===== src/rtl/muldiv_pkg.sv =====
// muldiv_pkg: shared op/state enums and RV32M funct3 constants for muldiv_unit.
package muldiv_pkg;
    localparam logic [2:0] F3_MUL    = 3'b000;
    localparam logic [2:0] F3_MULH   = 3'b001;
    localparam logic [2:0] F3_MULHSU = 3'b010;
    localparam logic [2:0] F3_MULHU  = 3'b011;
    localparam logic [2:0] F3_DIV    = 3'b100;
    localparam logic [2:0] F3_DIVU   = 3'b101;
    localparam logic [2:0] F3_REM    = 3'b110;
    localparam logic [2:0] F3_REMU   = 3'b111;
    typedef enum logic [2:0] {
        OP_MUL    = F3_MUL,
        OP_MULH   = F3_MULH,
        OP_MULHSU = F3_MULHSU,
        OP_MULHU  = F3_MULHU,
        OP_DIV    = F3_DIV,
        OP_DIVU   = F3_DIVU,
        OP_REM    = F3_REM,
        OP_REMU   = F3_REMU
    } muldiv_op_e;
    typedef enum logic [1:0] {IDLE, CALC, DONE} muldiv_state_e;
endpackage


===== src/rtl/muldiv_unit_cond_negate.sv =====
// cond_negate: two's complement of data when neg is set, pass-through otherwise.
module cond_negate #(
    parameter int Width = 32
) (
    input  logic [Width-1:0] data,
    input  logic             neg,
    output logic [Width-1:0] result
);
    assign result = neg ? -data : data;
endmodule


===== src/rtl/muldiv_unit.sv =====
// muldiv_unit: iterative RV32M multiply/divide, one bit per cycle.
// Divider present only when MULDIV_DIV_EN is defined; otherwise div ops return err_o.
module muldiv_unit
    import muldiv_pkg::*;
#(
    parameter int DataWidth = 32
) (
    input  logic                 clk_i,
    input  logic                 rst_i,
    input  logic                 valid_i,
    output logic                 ready_o,
    input  logic [DataWidth-1:0] src1_i,
    input  logic [DataWidth-1:0] src2_i,
    input  logic [2:0]           op_i,
    output logic                 valid_o,
    input  logic                 ready_i,
    output logic [DataWidth-1:0] result_o,
    output logic                 err_o
);
    localparam int W  = DataWidth;
    localparam int CW = $clog2(DataWidth);

    muldiv_state_e  state;
    muldiv_op_e     op, op_q;
    logic [2:0]     opq_b;
    logic [CW-1:0]  cnt_q;
    logic [2*W-1:0] prod_q, step, fin_sel, fin_c;
    logic [W-1:0]   mcand_q, res_q, mag1, mag2, res;
    logic [W:0]     sum;
    logic           neg_q, err_q, sign1, sign2, a_neg, b_neg, is_div, neg_in;

    assign op     = muldiv_op_e'(op_i);
    assign opq_b  = op_q;
    assign is_div = op_i[2];
    assign sign1  = op == OP_MULH || op == OP_MULHSU || op == OP_DIV || op == OP_REM;
    assign sign2  = op == OP_MULH || op == OP_DIV || op == OP_REM;
    assign a_neg  = sign1 & src1_i[W-1];
    assign b_neg  = sign2 & src2_i[W-1];
    // Remainder takes the dividend's sign; products and quotients the xor.
    assign neg_in = (is_div && op_i[1]) ? a_neg : a_neg ^ b_neg;

    cond_negate #(.Width(W)) u_mag1 (.data(src1_i), .neg(a_neg), .result(mag1));
    cond_negate #(.Width(W)) u_mag2 (.data(src2_i), .neg(b_neg), .result(mag2));

    assign sum = {1'b0, prod_q[2*W-1:W]} + (prod_q[0] ? {1'b0, mcand_q} : '0);
`ifdef MULDIV_DIV_EN
    localparam logic [W-1:0] MinVal = {1'b1, {(W-1){1'b0}}};
    logic [W:0] rsh, diff;
    assign rsh  = {prod_q[2*W-1:W], prod_q[W-1]};
    assign diff = rsh - {1'b0, mcand_q};
    // Remainder lives in the high half, quotient bits shift into the low half.
    assign step = !opq_b[2] ? {sum, prod_q[W-1:1]} :
                  diff[W]   ? {rsh[W-1:0], prod_q[W-2:0], 1'b0} :
                              {diff[W-1:0], prod_q[W-2:0], 1'b1};
`else
    assign step = {sum, prod_q[W-1:1]};
`endif
    assign fin_sel = opq_b[2] ? {{W{1'b0}}, opq_b[1] ? step[2*W-1:W] : step[W-1:0]} : step;

    cond_negate #(.Width(2*W)) u_fix (.data(fin_sel), .neg(neg_q), .result(fin_c));

    assign res      = (op_q == OP_MUL || opq_b[2]) ? fin_c[W-1:0] : fin_c[2*W-1:W];
    assign ready_o  = state == IDLE;
    assign valid_o  = state == DONE;
    assign result_o = valid_o ? res_q : '0;
    assign err_o    = valid_o & err_q;

    always_ff @(posedge clk_i) begin
        if (rst_i) begin
            state   <= IDLE;
            op_q    <= OP_MUL;
            cnt_q   <= '0;
            prod_q  <= '0;
            mcand_q <= '0;
            res_q   <= '0;
            neg_q   <= 1'b0;
            err_q   <= 1'b0;
        end else begin
            case (state)
                IDLE: if (valid_i) begin
                    op_q    <= op;
                    neg_q   <= neg_in;
                    cnt_q   <= CW'(W - 1);
                    err_q   <= 1'b0;
                    res_q   <= '0;
                    prod_q  <= {{W{1'b0}}, is_div ? mag1 : mag2};
                    mcand_q <= is_div ? mag2 : mag1;
`ifdef MULDIV_DIV_EN
                    if (is_div && src2_i == '0) begin
                        state <= DONE;
                        res_q <= op_i[1] ? src1_i : '1;
                    end else if (is_div && sign1 && src1_i == MinVal && src2_i == '1) begin
                        state <= DONE;
                        res_q <= op_i[1] ? '0 : MinVal;
                    end else begin
                        state <= CALC;
                    end
`else
                    if (is_div) begin
                        state <= DONE;
                        err_q <= 1'b1;
                    end else begin
                        state <= CALC;
                    end
`endif
                end
                CALC: begin
                    prod_q <= step;
                    cnt_q  <= cnt_q - 1'b1;
                    if (cnt_q == '0) begin
                        state <= DONE;
                        res_q <= res;
                    end
                end
                DONE: if (ready_i) begin
                    state <= IDLE;
                    res_q <= '0;
                    err_q <= 1'b0;
                end
                default: state <= IDLE;
            endcase
        end
    end
endmodule


===== config.mk =====
export PLATFORM = sky130hd
export DESIGN_NAME = muldiv_unit
export DESIGN_NICKNAME = d
export VERILOG_FILES = /design/src/rtl/muldiv_pkg.sv /design/src/rtl/muldiv_unit_cond_negate.sv /design/src/rtl/muldiv_unit.sv
export SDC_FILE = /design/constraint.sdc
export NUM_CORES = 1
export LEC_CHECK = 0
export CAP_MARGIN = 10
export CORE_UTILIZATION = 40
export CTS_BUF_LIST = sky130_fd_sc_hd__clkbuf_2
export DETAILED_ROUTE_END_ITERATION = 7
export PLACE_DENSITY = 0.69
export SKIP_LAST_GASP = 1
export SLEW_MARGIN = 10
export SYNTH_ARGS = -nofsm -noshare
export SYNTH_HDL_FRONTEND = slang
export SYNTH_SLANG_ARGS = --single-unit

===== constraint.sdc =====
create_clock -name clk_i -period 5.85 [get_ports clk_i]
set_clock_uncertainty 0.05 [all_clocks]
set_input_delay 1.17 -clock clk_i [delete_from_list [all_inputs] [get_ports clk_i]]
set_output_delay 1.17 -clock clk_i [all_outputs]
set_load 0.01 [all_outputs]

# Word level (Yosys, flattened, before mapping)
# Cells that the tools add are included.
word_totals:
  register_bits: 140
  elab_cells: 72
classes:
  n_addsub: 5
  eq_ne: 9
  muxes: 28
  bitwise_logic: 4
  n_reduce_logical: 18
op_table:
  columns: ["cell", "n"]
  rows:
  - ["32-bit two-way mux", 11]
  - ["64-bit two-way mux", 3]
  - ["64-bit one-hot mux with 2 select lines", 1]
  - ["32-bit one-hot mux with 3 select lines", 1]
  - ["32-bit negation", 2]
  - ["64-bit negation", 1]
  - ["32-bit by 32-bit adder with 33-bit output", 1]
  - ["5-bit one-hot mux with 2 select lines", 1]
  - ["2-bit two-way mux", 4]
  - ["3-bit == test (second input constant)", 2]
  - ["1-bit logical OR", 6]
  - ["2-bit one-hot mux with 3 select lines", 1]
  - ["3-bit AND reduction", 2]
  - ["5-bit logical NOT", 1]
  - ["5-bit two-way mux", 1]
  - ["5-bit by 1-bit subtractor with 5-bit output (second input constant)", 1]
  - ["1-bit two-way mux", 4]
  - ["2-bit inequality test (second input constant)", 2]
  - ["2-bit AND reduction", 2]
  - ["4-bit AND reduction", 1]
  - ["2-bit nonzero test", 2]
  - ["1-bit AND", 3]
  - ["3-bit by 1-bit == test with 1-bit output (second input constant)", 1]
  - ["3-bit by 2-bit == test with 1-bit output (second input constant)", 1]
  - ["other kinds (9)", 9]

# Longest topological paths before layout
# Gate-level depths: netlist of run 1.
logic_depth:
  word_depth: 9
  ltp_mapped: 19
  mapped_depth_nobuf: 17

# Cells and area by module
# From an unflattened synthesis of run 1, not the netlist that was laid out.
unflattened:
  hier_cells: 1507
  hier_area_um2: 11716.2
modules_own_cells:
  columns: ["mod", "instances", "cells_each", "area_each_um2"]
  rows:
  - ["muldiv_unit", 1, 1082, 8643.3]
  - ["cond_negate (u_fix)", 1, 209, 1539.0]
  - ["cond_negate (u_mag1 ...)", 2, 108, 767.0]

# Worst setup path before layout of run 1
# OpenSTA, ideal clock, no wires.
synth_path:
  path_type: "register to register"
  start: "register prod_q[0]"
  end: "register res_q[29]"
  t_arrival_ps: 4530
  t_required_ps: 5721
  slack_ps: 1191
  path_stages_with_launch: 18
  path_buffers: 2
  period_less_slack_ps: 4659
  path_cell_list: "dfxtp_1 clkbuf_1 and2_1 ha_1 fa_1 a21o_1 a221oi_4 o21ai_2 xnor2_4 o21ai_0 or3_4 a2111oi_4 or3b_1 buf_6 nor4_2 o21ai_1 mux2_1 o211ai_1"
synth_between:
  elab_chain_cells: 9
synth_rtl:
  columns: ["element", "line", "source"]
  rows:
  - ["from (decl)", "muldiv_unit.sv:27", "logic [2*W-1:0] prod_q, step, fin_sel, fin_c;"]
  - ["from (signal assigned)", "muldiv_unit.sv:86", "prod_q <= {{W{1'b0}}, is_div ? mag1 : mag2};"]
  - ["from (signal assigned)", "muldiv_unit.sv:108", "prod_q <= step;"]
  - ["32-bit two-way mux (*)", "muldiv_unit.sv:45", "assign sum = {1'b0, prod_q[2*W-1:W]} + (prod_q[0] ? {1'b0, mcand_q} : '0);"]
  - ["32-bit by 32-bit adder with 33-bit output (*)", "muldiv_unit.sv:45", null]
  - ["32-bit two-way mux", "muldiv_unit.sv:58", "assign fin_sel = opq_b[2] ? {{W{1'b0}}, opq_b[1] ? step[2*W-1:W] : step[W-1:0]} : step;"]
  - ["64-bit two-way mux (*)", "muldiv_unit.sv:58", null]
  - ["64-bit negation", "muldiv_unit_cond_negate.sv:9", "assign result = neg ? -data : data;"]
  - ["64-bit two-way mux (*)", "muldiv_unit_cond_negate.sv:9", null]
  - ["32-bit two-way mux (*)", "muldiv_unit.sv:62", "assign res = (op_q == OP_MUL || opq_b[2]) ? fin_c[W-1:0] : fin_c[2*W-1:W];"]
  - ["32-bit two-way mux (*)", "muldiv_unit.sv:110", "if (cnt_q == '0) begin"]
  - ["32-bit one-hot mux with 3 select lines (*)", "muldiv_unit.sv:79", "case (state)"]
  - ["to (signal assigned)", "muldiv_unit.sv:112", "res_q <= res;"]
  - ["to (decl)", "muldiv_unit.sv:28", "logic [W-1:0] mcand_q, res_q, mag1, mag2, res;"]
# Mark *: on every way between the ends. The rest lies on a longest branch, timed or not. The select of a mux whose other input is x is not followed.
# A chain may end at the register's enable or synchronous reset.

# Worst setup path in the final report of run 1
layout_path:
  start: "register prod_q[0]"
  end: "register res_q[22]"
# The elaborated chain is that of the path after synthesis.

==> impl_metrics.ini, run 1 <==
[die]
rows = 63
die_h_um = 176.8
io-pin-count = 106
initial_utilization_pct = 40.91
coreArea_sq_um = 29870
die_w_um = 176.8
die_area_sq_um = 31260

[grt]
overflow = 0
grt_pass1_wl_um = 65250
antenna_found_initial = 1
grt_max_degree = 83
grt_pass1_vias = 11752
grt_use_total_pct = 26.63

[clock_tree]
postCtsSetupRepairBufs = 0
cts_tree = done
clk_pin_slew_ns = 0.32
numClockSinks = 140
numCtsBuffers = 17
holdBufCountCts = 0
clk_latency_ns = 0.79
htreeDepth = 4
clk_path_buf_depth = 2
cts-resized-gates = 0
cts.root.buffer_cell = clkbuf_2

[sta]
drv_slew = 0
rsz0062_at_grt = no
setup_viol = 0
timing_hold_violations_final = 0
relSlewSlack_pct = 26.56
setup_tns_ns = 0
layout_min_cycle_time_ns = 5.508
tightest_slew_ns = 1.097
period_share_pct = 94.16
max_freq_mhz = 181.5

[synth]
syn-cell-area_sq_um = 12220
ys_ff_latch = 140
yosysTopAreaCellShare_pct = 22.93
ys.flop_type = dfxtp_1
synthTopCellsByArea = dfxtp_1 (23%), a21oi_1 (7.1%), nand2_1 (5.9%), nor2_1 (5.2%), xnor2_1 (5.0%)
synth_edf_count = 0
avgSynthCellArea_sq_um = 7.186
async_flop_share_pct = 0
synth_top_cell_by_area = dfxtp_1
seq_area_frac_synth_pct = 22.93
yosys.cell_types.count = 92
syn_inst = 1701
ys.warnings.count = 0
syn_nets = 1810

[power_and_ir_drop]
p_switching_uw = 1044
ir_worst_vdd_mv = 0.1340
pwr-share-comb_pct = 32.3
leakagePower_uw = 0.004876
clkPwrFrac_pct = 24.4
power_density_nw_per_um2 = 181.4
finalPower_uw = 2503
p_int_uw = 1459
p_seq_share_pct = 43.3
swShare_pct = 41.71

[place]
dp_hpwl_um = 32220
globalplace.congestion = 0.9460
io_buffers = 105

[setup_path]
crit_required_ns = 6.47
path_max_fanout = 33
cp-start-kind = flop
endpoint_kind = flop
worst-setup-path-type = reg2reg
cp.arrival_ns = 6.13

[detailed_routing]
vias = 12808
wire_per_inst_um = 19.47
drt_first_iter_violations = 1357
ant_nets = 0
vias_per_cell = 5.960
finalWirelength_um = 41840
first_pass_iters = 6
drc = 0

[flow_run]
maxCapViolations = 0

[cells_and_area]
fin_nets = 1853
drive_gt1_share_pct = 6.830
flow.area_growth_from_synthesis_pct = 12.87
fill_cells = 3092

[status]
status = finished, final reports clean

[hold_path]
hold_path.class = reg2reg
==> sequential cells by signal (all words and copies together) (netlist names) <==
signal / cells
cnt_q: 5
prod_q: 64
mcand_q: 32
state: 2
neg_q: 1
op_q: 3
err_q: 1
res_q: 32
==> synthesized netlist by cell type, types with 11 or more instances <==
master,instances
a211oi_1,28
a21o_1,12
a21oi_1,173
a221oi_1,15
a22oi_1,39
a31oi_1,22
and2_1,77
buf_1,13
clkbuf_1,90
dfxtp_1,140
ha_1,37
inv_1,25
mux2i_1,30
nand2_1,193
nand2b_1,12
nand3_1,43
nand4_1,20
nor2_1,169
nor2b_1,11
nor3_1,51
nor4_1,18
o211ai_1,47
o21a_1,12
o21ai_0,94
o21ai_1,12
o22ai_1,12
o31ai_1,16
or2_2,12
or3_1,16
or4_1,11
xnor2_1,70
xor2_1,47
==> stage by stage <==
| step | area, sq um | util [%] | cells | hold WS (ns) | worst slack [ns] |
|---|---|---|---|---|---|
| 3_3_place_gp | 13550 | 45.36 | 2115 | 0.3762 | 0.3428 |
| 6_report | 13800 | 46.18 | 2149 | 0.4081 | 0.3418 |
| 3_5_place_dp | 13550 | 45.36 | 2115 | 0.3837 | 0.2588 |
| 2_1_floorplan | 12220 | - | 1701 | 0.3676 | 1.191 |
| 5_1_grt | 13790 | 46.17 | 2148 | 0.4365 | 0.03950 |
| 4_1_cts | 13790 | 46.16 | 2147 | 0.4125 | 0.1733 |
==> placed cells by master (no fill, tap or decap), drive strengths merged, types with 22 or more instances in the layout <==
master,netlist,routed
buf,31,43
xor2,48,48
a211oi,29,29
a22oi,39,39
o211ai,47,47
nor3,51,51
ha,37,37
a31oi,22,22
clkdlybuf4s50,0,103
inv,25,33
nor2,169,169
nand3,43,43
dfxtp,140,140
a21oi,176,176
mux2i,30,30
and2,77,77
nand2,193,193
xnor2,73,73
o21ai,107,107
==> power groups by stage <==
stage,registers (uW),clock network (uW),logic [uW]
after floorplan,1060,0,566
after global placement,1100,0,787
after detailed placement,1100,0,794
after CTS,1080,622,798
after global routing,1090,666,879
final,1080,610,808
==> metal layers <==
layer	part of all wire, %	vias up	GRT usage, %
met2	42	474	40.11
met4	2.2	0	8.010
met3	6.3	51	2.384
met5	0	-	0
met1	49	5984	39.67
li1	-	6299	-
==> worst max-delay path, stage by stage, from the launching register on <==
cell and delay, ns:
dfxtp_2 0.55, and2_1 0.22, ha_1 0.23, fa_1 0.48
a21o_1 0.24, a221o_1 0.41, a2bb2oi_1 0.32, o22ai_1 0.24
a41oi_2 0.27, xor2_2 0.39, o22ai_1 0.21, or3_1 0.58
or4_1 0.62, o41ai_2 0.36, xnor2_1 0.16, o21ai_1 0.07
==> kinds of logic after synthesis <==
family | after synthesis | share of synthesized area [%]
simple gates | 658 | 25.80
compound gates | 562 | 30.38
buf+inv | 149 | 5.200
flops | 140 | 22.93
xor+xnor | 121 | 9.008
fa+ha+maj | 38 | 3.951
mux | 33 | 2.733
==> final timing paths <==
| check | slack (ns) | start | endpoint | cells past startpoint |
|---|---|---|---|---|
| max | 0.34 | prod_q[0]$_SDFFE_PP0P_ | res_q[22]$_SDFFE_PP0P_ | 15 |
| min | 0.41 | mcand_q[12]$_SDFFE_PP0P_ | mcand_q[12]$_SDFFE_PP0P_ | 2 |
| max reg2reg | 0.34 | prod_q[0]$_SDFFE_PP0P_ | res_q[22]$_SDFFE_PP0P_ | 15 |
| min reg2reg | 0.41 | mcand_q[12]$_SDFFE_PP0P_ | mcand_q[12]$_SDFFE_PP0P_ | 2 |
==> area by class of cell <==
type	count	area, sq um	area share, %
multi-input cells	1412	8806	63.83
flip-flops and latches	140	2805	20.33
repair buffers	146	1351	9.795
well taps	390	488.0	3.537
clock inverters	15	153.9	1.116
inverters	27	101.3	0.7346
clock buffers	17	85.08	0.6167
diodes	2	5.005	0.03628
Power figures use the tool's default switching activity.
==> inputs of run 2 (changes only) <==
--- a/config.mk
+++ b/config.mk
@@ -6,6 +6,7 @@
 export NUM_CORES = 1
 export LEC_CHECK = 0
 export CAP_MARGIN = 10
+export CORE_MARGIN = 1
 export CORE_UTILIZATION = 40
 export CTS_BUF_LIST = sky130_fd_sc_hd__clkbuf_2
 export DETAILED_ROUTE_END_ITERATION = 7
==> results of run 2 <==
Same layout as run 1: the final DEF is identical, and so are final timing and power.
